### config.mk
export PLATFORM = sky130hd
export DESIGN_NAME = forward_station
export DESIGN_NICKNAME = d
export VERILOG_FILES = /design/src/rtl/fwd_pkg.sv /design/src/rtl/fwd_oldest_select.sv /design/src/rtl/fwd_station_checker.sv /design/src/rtl/forward_station.sv
export SDC_FILE = /design/constraint.sdc
export NUM_CORES = 1
export LEC_CHECK = 0
export CAP_MARGIN = 20
export CORE_UTILIZATION = 30
export CTS_BUF_LIST = sky130_fd_sc_hd__clkbuf_4 sky130_fd_sc_hd__clkbuf_8
export CTS_CLUSTER_DIAMETER = 50
export DETAILED_ROUTE_END_ITERATION = 8
export PLACE_DENSITY = 0.51
export SLEW_MARGIN = 15
export SYNTH_ARGS = -nofsm -noshare
export SYNTH_HDL_FRONTEND = slang
export SYNTH_SLANG_ARGS = --single-unit
export TNS_END_PERCENT = 1
### constraint.sdc
create_clock -name clk -period 8.9 [get_ports clk]
set_input_delay 0.89 -clock clk [delete_from_list [all_inputs] [get_ports clk]]
set_output_delay 0.89 -clock clk [all_outputs]
set_load 0.05 [all_outputs]
### src/rtl/fwd_pkg.sv
// -----------------------------------------------------------------------------
// fwd_pkg
// Shared definitions for the forwarding station and related reservation
// stations: the invalid-tag constant, the default geometry, the age-width
// helper and the per-entry record.
// The entry record is sized from the default geometry, so a station that
// stores fwd_entry_t must be instantiated with matching TAG_W/VAL_W/DEPTH.
// -----------------------------------------------------------------------------
package fwd_pkg;

    localparam int FWD_TAG_W     = 4;
    localparam int FWD_VAL_W     = 32;
    localparam int FWD_DEPTH     = 4;
    localparam int FWD_NUM_BCAST = 2;

    // Tag value 0 means "value already present, nothing to wait for".
    localparam logic [FWD_TAG_W-1:0] TAG_INVALID = {FWD_TAG_W{1'b0}};

    // Width needed to hold an age in 0..depth-1 (never narrower than 1 bit).
    function automatic int fwd_age_w(input int depth);
        return (depth > 1) ? $clog2(depth) : 1;
    endfunction

    localparam int FWD_AGE_W = fwd_age_w(FWD_DEPTH);

    typedef struct packed {
        logic                 valid;
        logic [FWD_TAG_W-1:0] target;
        logic [FWD_VAL_W-1:0] val;
        logic [FWD_TAG_W-1:0] tag;
        logic [FWD_AGE_W-1:0] age;
    } fwd_entry_t;

endpackage

### src/rtl/fwd_oldest_select.sv
// -----------------------------------------------------------------------------
// fwd_oldest_select
// Combinational picker: among the entries flagged ready, returns the index of
// the one with the largest age (the oldest). Ages of valid entries are
// distinct, so there is never a tie to break.
// Ports:
//   ready [N]        per-entry ready flags
//   age   [N*AGE_W]  packed per-entry ages, entry 0 in the LSBs
//   found            at least one entry is ready
//   idx              index of the oldest ready entry (0 when !found)
// -----------------------------------------------------------------------------
module fwd_oldest_select #(
    parameter int N     = 4,
    parameter int AGE_W = 2,
    parameter int IDX_W = (N > 1) ? $clog2(N) : 1
) (
    input  logic [N-1:0]       ready,
    input  logic [N*AGE_W-1:0] age,
    output logic               found,
    output logic [IDX_W-1:0]   idx
);

    logic [AGE_W-1:0] best_age_s;
    logic [AGE_W-1:0] cur_age_s;
    logic             take_s;

    // Linear scan keeping the best (oldest) ready candidate seen so far
    always_comb begin
        found      = 1'b0;
        idx        = '0;
        best_age_s = '0;
        cur_age_s  = '0;
        take_s     = 1'b0;
        for (int i = 0; i < N; i++) begin
            cur_age_s  = age[i*AGE_W +: AGE_W];
            take_s     = ready[i] && (!found || (cur_age_s > best_age_s));
            found      = found | take_s;
            idx        = take_s ? IDX_W'(i) : idx;
            best_age_s = take_s ? cur_age_s : best_age_s;
        end
    end

endmodule

### src/rtl/fwd_station_checker.sv
// -----------------------------------------------------------------------------
// fwd_station_checker
// Simulation-only observer for forward_station. Reports insert requests
// presented while the station is full; the station drops those requests.
// Ports: clk, rst, in_valid, in_ready (all observed, none driven).
// -----------------------------------------------------------------------------
module fwd_station_checker (
    input logic clk,
    input logic rst,
    input logic in_valid,
    input logic in_ready
);

    // An insert offered without space is lost; the producer should not do this
    a_no_overflow: assert property (@(posedge clk) disable iff (rst) !(in_valid && !in_ready))
        else $warning("forward_station: insert offered while full was dropped");

endmodule

### src/rtl/forward_station.sv
// -----------------------------------------------------------------------------
// forward_station
// DEPTH-entry buffer of (target, val, tag) records between ID/EX and the
// register-file writeback arbiter. Entries wait for their producing tag on any
// of NUM_BCAST broadcast channels, capture the value, and are issued
// oldest-first through a registered valid/ready output.
// Ports:
//   clk, rst (async, active-high), flush (sync clear)
//   in_valid/in_ready/in_target/in_val/in_tag   insert side
//   bc_valid/bc_tag/bc_val                      packed broadcast channels
//   out_valid/out_ready/out_target/out_val      registered issue side
//   count                                       occupied entries
// -----------------------------------------------------------------------------
module forward_station
    import fwd_pkg::*;
#(
    parameter int TAG_W     = FWD_TAG_W,
    parameter int VAL_W     = FWD_VAL_W,
    parameter int DEPTH     = FWD_DEPTH,
    parameter int NUM_BCAST = FWD_NUM_BCAST,
    parameter int CNT_W     = $clog2(DEPTH + 1)
) (
    input  logic                       clk,
    input  logic                       rst,
    input  logic                       flush,
    input  logic                       in_valid,
    output logic                       in_ready,
    input  logic [TAG_W-1:0]           in_target,
    input  logic [VAL_W-1:0]           in_val,
    input  logic [TAG_W-1:0]           in_tag,
    input  logic [NUM_BCAST-1:0]       bc_valid,
    input  logic [NUM_BCAST*TAG_W-1:0] bc_tag,
    input  logic [NUM_BCAST*VAL_W-1:0] bc_val,
    output logic                       out_valid,
    input  logic                       out_ready,
    output logic [TAG_W-1:0]           out_target,
    output logic [VAL_W-1:0]           out_val,
    output logic [CNT_W-1:0]           count
);

    localparam int AGE_W = fwd_age_w(DEPTH);
    localparam int IDX_W = AGE_W;

    fwd_entry_t       ent_r      [DEPTH];
    fwd_entry_t       ent_next_s [DEPTH];
    logic [VAL_W:0]   wake_s     [DEPTH];   // {hit, value}
    logic [VAL_W:0]   ins_wake_s;
    logic [DEPTH-1:0] rdy_s;
    logic [DEPTH*AGE_W-1:0] age_vec_s;
    logic             found_s;
    logic [IDX_W-1:0] sel_idx_s;
    logic [AGE_W-1:0] sel_age_s;
    logic [IDX_W-1:0] free_idx_s;
    logic             out_free_s;
    logic             issue_s;
    logic             insert_s;
    logic             out_valid_r;
    logic [TAG_W-1:0] out_target_r;
    logic [VAL_W-1:0] out_val_r;
    logic [CNT_W-1:0] count_r;

    // Search all channels for a tag; the lowest-index matching channel wins.
    function automatic logic [VAL_W:0] bc_lookup(
        input logic [TAG_W-1:0]           tag,
        input logic [NUM_BCAST-1:0]       v,
        input logic [NUM_BCAST*TAG_W-1:0] t,
        input logic [NUM_BCAST*VAL_W-1:0] d
    );
        logic [VAL_W:0] res;
        res = '0;
        for (int c = NUM_BCAST - 1; c >= 0; c--) begin
            res = (v[c] && (tag != TAG_INVALID) && (t[c*TAG_W +: TAG_W] == tag))
                ? {1'b1, d[c*VAL_W +: VAL_W]} : res;
        end
        return res;
    endfunction

    // in_ready depends only on registered occupancy, never on out_ready
    assign in_ready   = (count_r < CNT_W'(DEPTH));
    assign out_free_s = !out_valid_r || out_ready;
    assign issue_s    = out_free_s && found_s;
    assign insert_s   = in_valid && in_ready && (in_target != TAG_INVALID);
    assign sel_age_s  = ent_r[sel_idx_s].age;

    assign out_valid  = out_valid_r;
    assign out_target = out_target_r;
    assign out_val    = out_val_r;
    assign count      = count_r;

    // Broadcast matches per entry and for the incoming request; eligibility
    always_comb begin
        ins_wake_s = bc_lookup(in_tag, bc_valid, bc_tag, bc_val);
        for (int i = 0; i < DEPTH; i++) begin
            wake_s[i] = bc_lookup(ent_r[i].tag, bc_valid, bc_tag, bc_val);
            rdy_s[i]  = ent_r[i].valid && (ent_r[i].tag == TAG_INVALID);
            age_vec_s[i*AGE_W +: AGE_W] = ent_r[i].age;
        end
    end

    // Lowest-index free slot in the pre-edge state
    always_comb begin
        free_idx_s = '0;
        for (int i = DEPTH - 1; i >= 0; i--) begin
            if (!ent_r[i].valid) begin
                free_idx_s = IDX_W'(i);
            end else begin
                free_idx_s = free_idx_s;
            end
        end
    end

    fwd_oldest_select #(
        .N     (DEPTH),
        .AGE_W (AGE_W),
        .IDX_W (IDX_W)
    ) u_select (
        .ready (rdy_s),
        .age   (age_vec_s),
        .found (found_s),
        .idx   (sel_idx_s)
    );

    // Next entry state: free on issue, wake/age on survive, fill on insert
    always_comb begin
        for (int i = 0; i < DEPTH; i++) begin
            ent_next_s[i] = ent_r[i];
            if (issue_s && (sel_idx_s == IDX_W'(i))) begin
                ent_next_s[i] = '0;
            end else if (ent_r[i].valid) begin
                if (wake_s[i][VAL_W]) begin
                    ent_next_s[i].val = wake_s[i][VAL_W-1:0];
                    ent_next_s[i].tag = TAG_INVALID;
                end else begin
                    ent_next_s[i].val = ent_r[i].val;
                end
                // Older than the removed entry: close the gap; insert: shift up
                ent_next_s[i].age = ent_r[i].age
                    - ((issue_s && (ent_r[i].age > sel_age_s)) ? AGE_W'(1'b1) : AGE_W'(1'b0))
                    + (insert_s ? AGE_W'(1'b1) : AGE_W'(1'b0));
            end else if (insert_s && (free_idx_s == IDX_W'(i))) begin
                ent_next_s[i].valid  = 1'b1;
                ent_next_s[i].target = in_target;
                ent_next_s[i].val    = ins_wake_s[VAL_W] ? ins_wake_s[VAL_W-1:0] : in_val;
                ent_next_s[i].tag    = ins_wake_s[VAL_W] ? TAG_INVALID : in_tag;
                ent_next_s[i].age    = '0;
            end else begin
                ent_next_s[i] = ent_r[i];
            end
        end
    end

    // Entry storage
    always_ff @(posedge clk or posedge rst) begin
        if (rst) begin
            for (int i = 0; i < DEPTH; i++) begin
                ent_r[i] <= '0;
            end
        end else if (flush) begin
            for (int i = 0; i < DEPTH; i++) begin
                ent_r[i] <= '0;
            end
        end else begin
            for (int i = 0; i < DEPTH; i++) begin
                ent_r[i] <= ent_next_s[i];
            end
        end
    end

    // Output register: loads when empty or consumed, holds under back-pressure
    always_ff @(posedge clk or posedge rst) begin
        if (rst) begin
            out_valid_r  <= 1'b0;
            out_target_r <= TAG_INVALID;
            out_val_r    <= '0;
        end else if (flush) begin
            out_valid_r  <= 1'b0;
            out_target_r <= TAG_INVALID;
            out_val_r    <= '0;
        end else if (out_free_s) begin
            if (found_s) begin
                out_valid_r  <= 1'b1;
                out_target_r <= ent_r[sel_idx_s].target;
                out_val_r    <= ent_r[sel_idx_s].val;
            end else begin
                out_valid_r  <= 1'b0;
            end
        end else begin
            out_valid_r  <= out_valid_r;
        end
    end

    // Occupancy counter
    always_ff @(posedge clk or posedge rst) begin
        if (rst) begin
            count_r <= '0;
        end else if (flush) begin
            count_r <= '0;
        end else begin
            count_r <= count_r + CNT_W'(insert_s) - CNT_W'(issue_s);
        end
    end

    fwd_station_checker u_checker (
        .clk      (clk),
        .rst      (rst),
        .in_valid (in_valid),
        .in_ready (in_ready)
    );

endmodule

==> metrics.md <==
| Metric | Value |
|---|---|
| Post-synth top area share | 38.9% |
| Leading cell types by total area after synthesis | sky130_fd_sc_hd__dfrtp_1, sky130_fd_sc_hd__a22o_1, sky130_fd_sc_hd__mux2i_1 |
| # Max-Cap Violations | 0 |
| CP max stage cell | sky130_fd_sc_hd__a221oi_1 |
| Area fraction in compound gates after synthesis | 30.6% |
| Non-filler instance count after layout | 2235 |
| Setup TNS | 0 ns |
| Port Buffer Count | 159 |
| Weighted congestion at the end of routability-driven global placement | 0.889 |
| Antenna violations before repair | 1 |
| DR vias/cell | 5.95 |
| Setup crit end kind | flip-flop |
| Worst-case clock skew | 0.0533 ns |
| WP data required | 9.38 ns |
| Net count of the mapped netlist | 1653 |
| Multiplexer share of the synthesized area | 5.58% |
| Antenna viol nets, final | 0 |
| Fraction of registers with async set/reset | 100% |
| Wire length of the first global-routing pass | 86.3 mm |
| Maximum single-stage delay on the critical path | 0.65 ns |
| Instance count of the mapped netlist | 1513 |
| Critical R2R Launch | ent_r[131] |
| Final net count | 1752 |
| Clock tree from TritonCTS | yes |
| Initial core utilization | 30.7% |
| Data arrival, critical path | 7.94 ns |
| Max Buffers Root-to-Sink | 3 |
| Drt wl/cell | 25.1 um |
| Number of enable-type register cells in the synthesized netlist | 0 |
| X dimension of the die | 215 um |
| CTS root buf | sky130_fd_sc_hd__clkbuf_8 |
| Worst Setup Start Kind | flip-flop |
| Endpoint with the worst hold slack | ent_r[10] |
| Synthesis Warnings | 0 |
| Area of the core region | 0.0445 mm2 |
| Final Hold Fails | 0 |
| IO Pins | 160 |
| Largest net degree at the start of global routing | 75 |
| Highest achievable clock rate | 0.134 GHz |
| Clock network latency to the later pin of the worst-skew pair | 0.61 ns |
| Via Count | 13302 |
| Share of post-route cells with drive strength above 1 | 12.8% |
| Total inserted antenna cells | 0 |
| Per-instance average area after synthesis | 9.02 um2 |
| Cell taking the most area after synthesis | sky130_fd_sc_hd__dfrtp_1 |
| Worst hold margin | 0.479 ns |
| Num Clock Sinks | 212 |
| Count of final max-slew check failures | 0 |
| Largest family of logic cells by synthesized area | compound AO/OA/AOI/OAI gates |
| Number of global-route vias before repair | 13623 |
| Basic-gate share of the synthesized area counting and, or, nand and nor cells | 15.0% |
| Outcome | complete, no violations |
| # Post-CTS Setup Buffers | 0 |
| Slew at the pin closest to its max-slew limit | 1.11 ns |
| Post-CTS Resized | 0 |
| Area added between synthesis and finish | 22.6% |
| Number of levels in the clock H-tree | 2 |
| Unrepaired setup endpoints after global routing | no |
| Post-synthesis sequential area ratio | 38.9% |
| Worst Slack Setup Final | 1.44 ns |
| Worst Setup Path Type | flip-flop to flip-flop |
| VDD IR max | 0.0888 mV |
| Iteration-0 DRC Markers | 1069 |
| Endpoint of the worst register-to-register path | age_vec_s[5] |
| Biggest fanout along the worst timing path | 37 |
| Post-route fraction of the period consumed by the critical path | 83.8% |
| Synth Area in XOR/XNOR | 2.57% |
| Combined area of all synthesized cells | 0.0136 mm2 |
| Routed Wire Length | 56.1 mm |
| Cell leakage power | 0.00643 uW |
| Grt total ovfl | 0 |
| Area of the die | 0.0463 mm2 |
| Half-perimeter wire length after detailed placement | 34.6 mm |
| DRC Markers | 0 |
| Bufs and invs on worst path | 2 |
| Post-synthesis adder-cell area fraction | 1.98% |
| Worst reg2reg path depth | 34 |
| Final critical-path required period | 7.46 ns |
| Seq cells post-synth | 212 |
| Depth of the worst hold-timing path | 2 |
| Normalized max-slew margin | 25.8% |
| Count of distinct cell types in the synthesized netlist | 81 |
| Power Density | 199 mW/mm2 |
| Die outline height | 215 um |
| CP delay by family, top | compound AO/OA/AOI/OAI gates |
| Std cell rows | 77 |
| Final setup fails | 0 |
| Clock input transition at the sequential cells of the worst setup and hold paths | 0.06 ns |
| Hold path start | ent_r[10] |
| Overall routing resource usage | 24.2% |
| Worst-case register-to-register setup slack | 1.44 ns |
| Setup Slack @ Placement | 1.55 ns |
| Min-delay worst type | flip-flop to flip-flop |
| Most frequently used flop master after synthesis | sky130_fd_sc_hd__dfrtp_1 |
| Number of buffers inserted by hold repair at cts | 0 |
| Placed Cells incl. Taps | 2158 |
| TritonCTS buffer count | 44 |
| First-pass iteration count of the detailed router | 7 |
-- cells in the final DEF (no fill, tap or decap), types with 55 or more instances in the layout --
cell type | Yosys | layout
sky130_fd_sc_hd__a22o_1 | 94 | 94
sky130_fd_sc_hd__nand3_1 | 71 | 71
sky130_fd_sc_hd__clkdlybuf4s50_1 | 0 | 159
sky130_fd_sc_hd__a22oi_1 | 57 | 57
sky130_fd_sc_hd__nand2_1 | 152 | 152
sky130_fd_sc_hd__dfrtp_1 | 212 | 210
sky130_fd_sc_hd__a31oi_1 | 56 | 56
sky130_fd_sc_hd__mux2i_1 | 75 | 75
sky130_fd_sc_hd__o21ai_0 | 75 | 75
sky130_fd_sc_hd__clkbuf_8 | 0 | 55
sky130_fd_sc_hd__nor2_1 | 112 | 110
-- how the worst max path moves through the flow --
stage,slack (ns),start,cells after the start,to
final,1.44,ent_r[131],34,age_vec_s[5]
after global routing,0.84,ent_r[131],34,age_vec_s[5]
after CTS,1.48,ent_r[131],34,age_vec_s[5]
after detailed placement,1.55,ent_r[131],34,age_vec_s[5]
after global placement,1.76,ent_r[131],31,age_vec_s[5]
after floorplan,1.67,ent_r[131],35,age_vec_s[5]
-- kinds of logic (layout without fill, tap and decap cells) --
kind of cell / count (synthesis) / after routing
and+or+nand+nor: 444 / 444
buffers and inverters: 172 / 302
xor gates and xnor gates: 40 / 40
adders and majority gates: 21 / 21
DFF: 212 / 212
AOI/OAI and AO/OA: 548 / 548
muxes: 76 / 76
-- tightest hold or removal path, cell delays in order, from the launching register on --
cell and delay (ns):
sky130_fd_sc_hd__dfrtp_1 0.34, sky130_fd_sc_hd__nand2_1 0.05, sky130_fd_sc_hd__o31ai_1 0.05
-- layout make-up --
| cell class | count | area, um2 |
|---|---|---|
| multi-input cells | 1129 | 7730 |
| well taps | 592 | 741 |
| clock buffers | 64 | 825 |
| flip-flops and latches | 212 | 5310 |
| inverters | 25 | 101 |
| fillers | 4548 | 27800 |
| clock inverters | 13 | 130 |
| repair buffers | 200 | 1900 |
-- metal layers --
metal | part of all wire (%) | GRT usage, % | vias up
li1 | - | - | 5924
met4 | 2.8 | 8.25 | 0
met3 | 7.0 | 3.95 | 100
met2 | 47 | 39.3 | 555
met1 | 44 | 32.4 | 6723
met5 | 0 | 0 | -
-- per-stage QoR --
stage | util, % | area, um2 | total power (uW)
after CTS | 37.6 | 16700 | 3350
after global placement | 35.4 | 15800 | 2200
after floorplan | - | 13600 | 1790
after global routing | 37.6 | 16700 | 3480
after detailed placement | 35.4 | 15800 | 2210
final | 37.6 | 16700 | 3330
-- synthesized netlist by cell type, types with 3 or more instances --
master                      count
sky130_fd_sc_hd__nand2b_1      17
sky130_fd_sc_hd__and4_1         4
sky130_fd_sc_hd__a221oi_1      23
sky130_fd_sc_hd__nand3_1       71
sky130_fd_sc_hd__o2bb2ai_1     33
sky130_fd_sc_hd__nand4_1       10
sky130_fd_sc_hd__buf_2         31
sky130_fd_sc_hd__nor2b_1        8
sky130_fd_sc_hd__or2_2          5
sky130_fd_sc_hd__dfrtp_1      212
sky130_fd_sc_hd__o221ai_1      14
sky130_fd_sc_hd__a31o_2        49
sky130_fd_sc_hd__a22o_1        94
sky130_fd_sc_hd__o2111ai_1      3
sky130_fd_sc_hd__nor3_1        35
sky130_fd_sc_hd__xnor2_1       38
sky130_fd_sc_hd__o21ai_0       75
sky130_fd_sc_hd__nor2_1       112
sky130_fd_sc_hd__nand2_1      152
sky130_fd_sc_hd__a32o_1         4
sky130_fd_sc_hd__inv_1         22
sky130_fd_sc_hd__a22oi_1       57
sky130_fd_sc_hd__or3_1          4
sky130_fd_sc_hd__o211ai_1       7
sky130_fd_sc_hd__a32oi_1        8
sky130_fd_sc_hd__and3_1         5
sky130_fd_sc_hd__a221o_1        6
sky130_fd_sc_hd__o21ai_1        4
sky130_fd_sc_hd__a211oi_1       4
sky130_fd_sc_hd__and2_1         6
sky130_fd_sc_hd__o31a_1         6
sky130_fd_sc_hd__clkbuf_1     107
sky130_fd_sc_hd__ha_1          20
sky130_fd_sc_hd__mux2i_1       75
sky130_fd_sc_hd__o31ai_1       18
sky130_fd_sc_hd__o21a_1         5
sky130_fd_sc_hd__a31oi_1       56
sky130_fd_sc_hd__o22ai_1       14
sky130_fd_sc_hd__a21oi_1       43
sky130_fd_sc_hd__buf_6          6
-- report_power, final --
| group | total [uW] | switching [uW] | internal (uW) |
|---|---|---|---|
| registers | 1150 | 74.7 | 1070 |
| clock network | 1130 | 480 | 655 |
| logic | 1050 | 709 | 340 |
-- state kept, by name, indices dropped and copies added (netlist names) --
register and flops:
ent_r 164, count 3, out_target 4, age_vec_s 8
out_valid 1, out_val 32
Note: power is estimated with default switching activity, not from simulation.
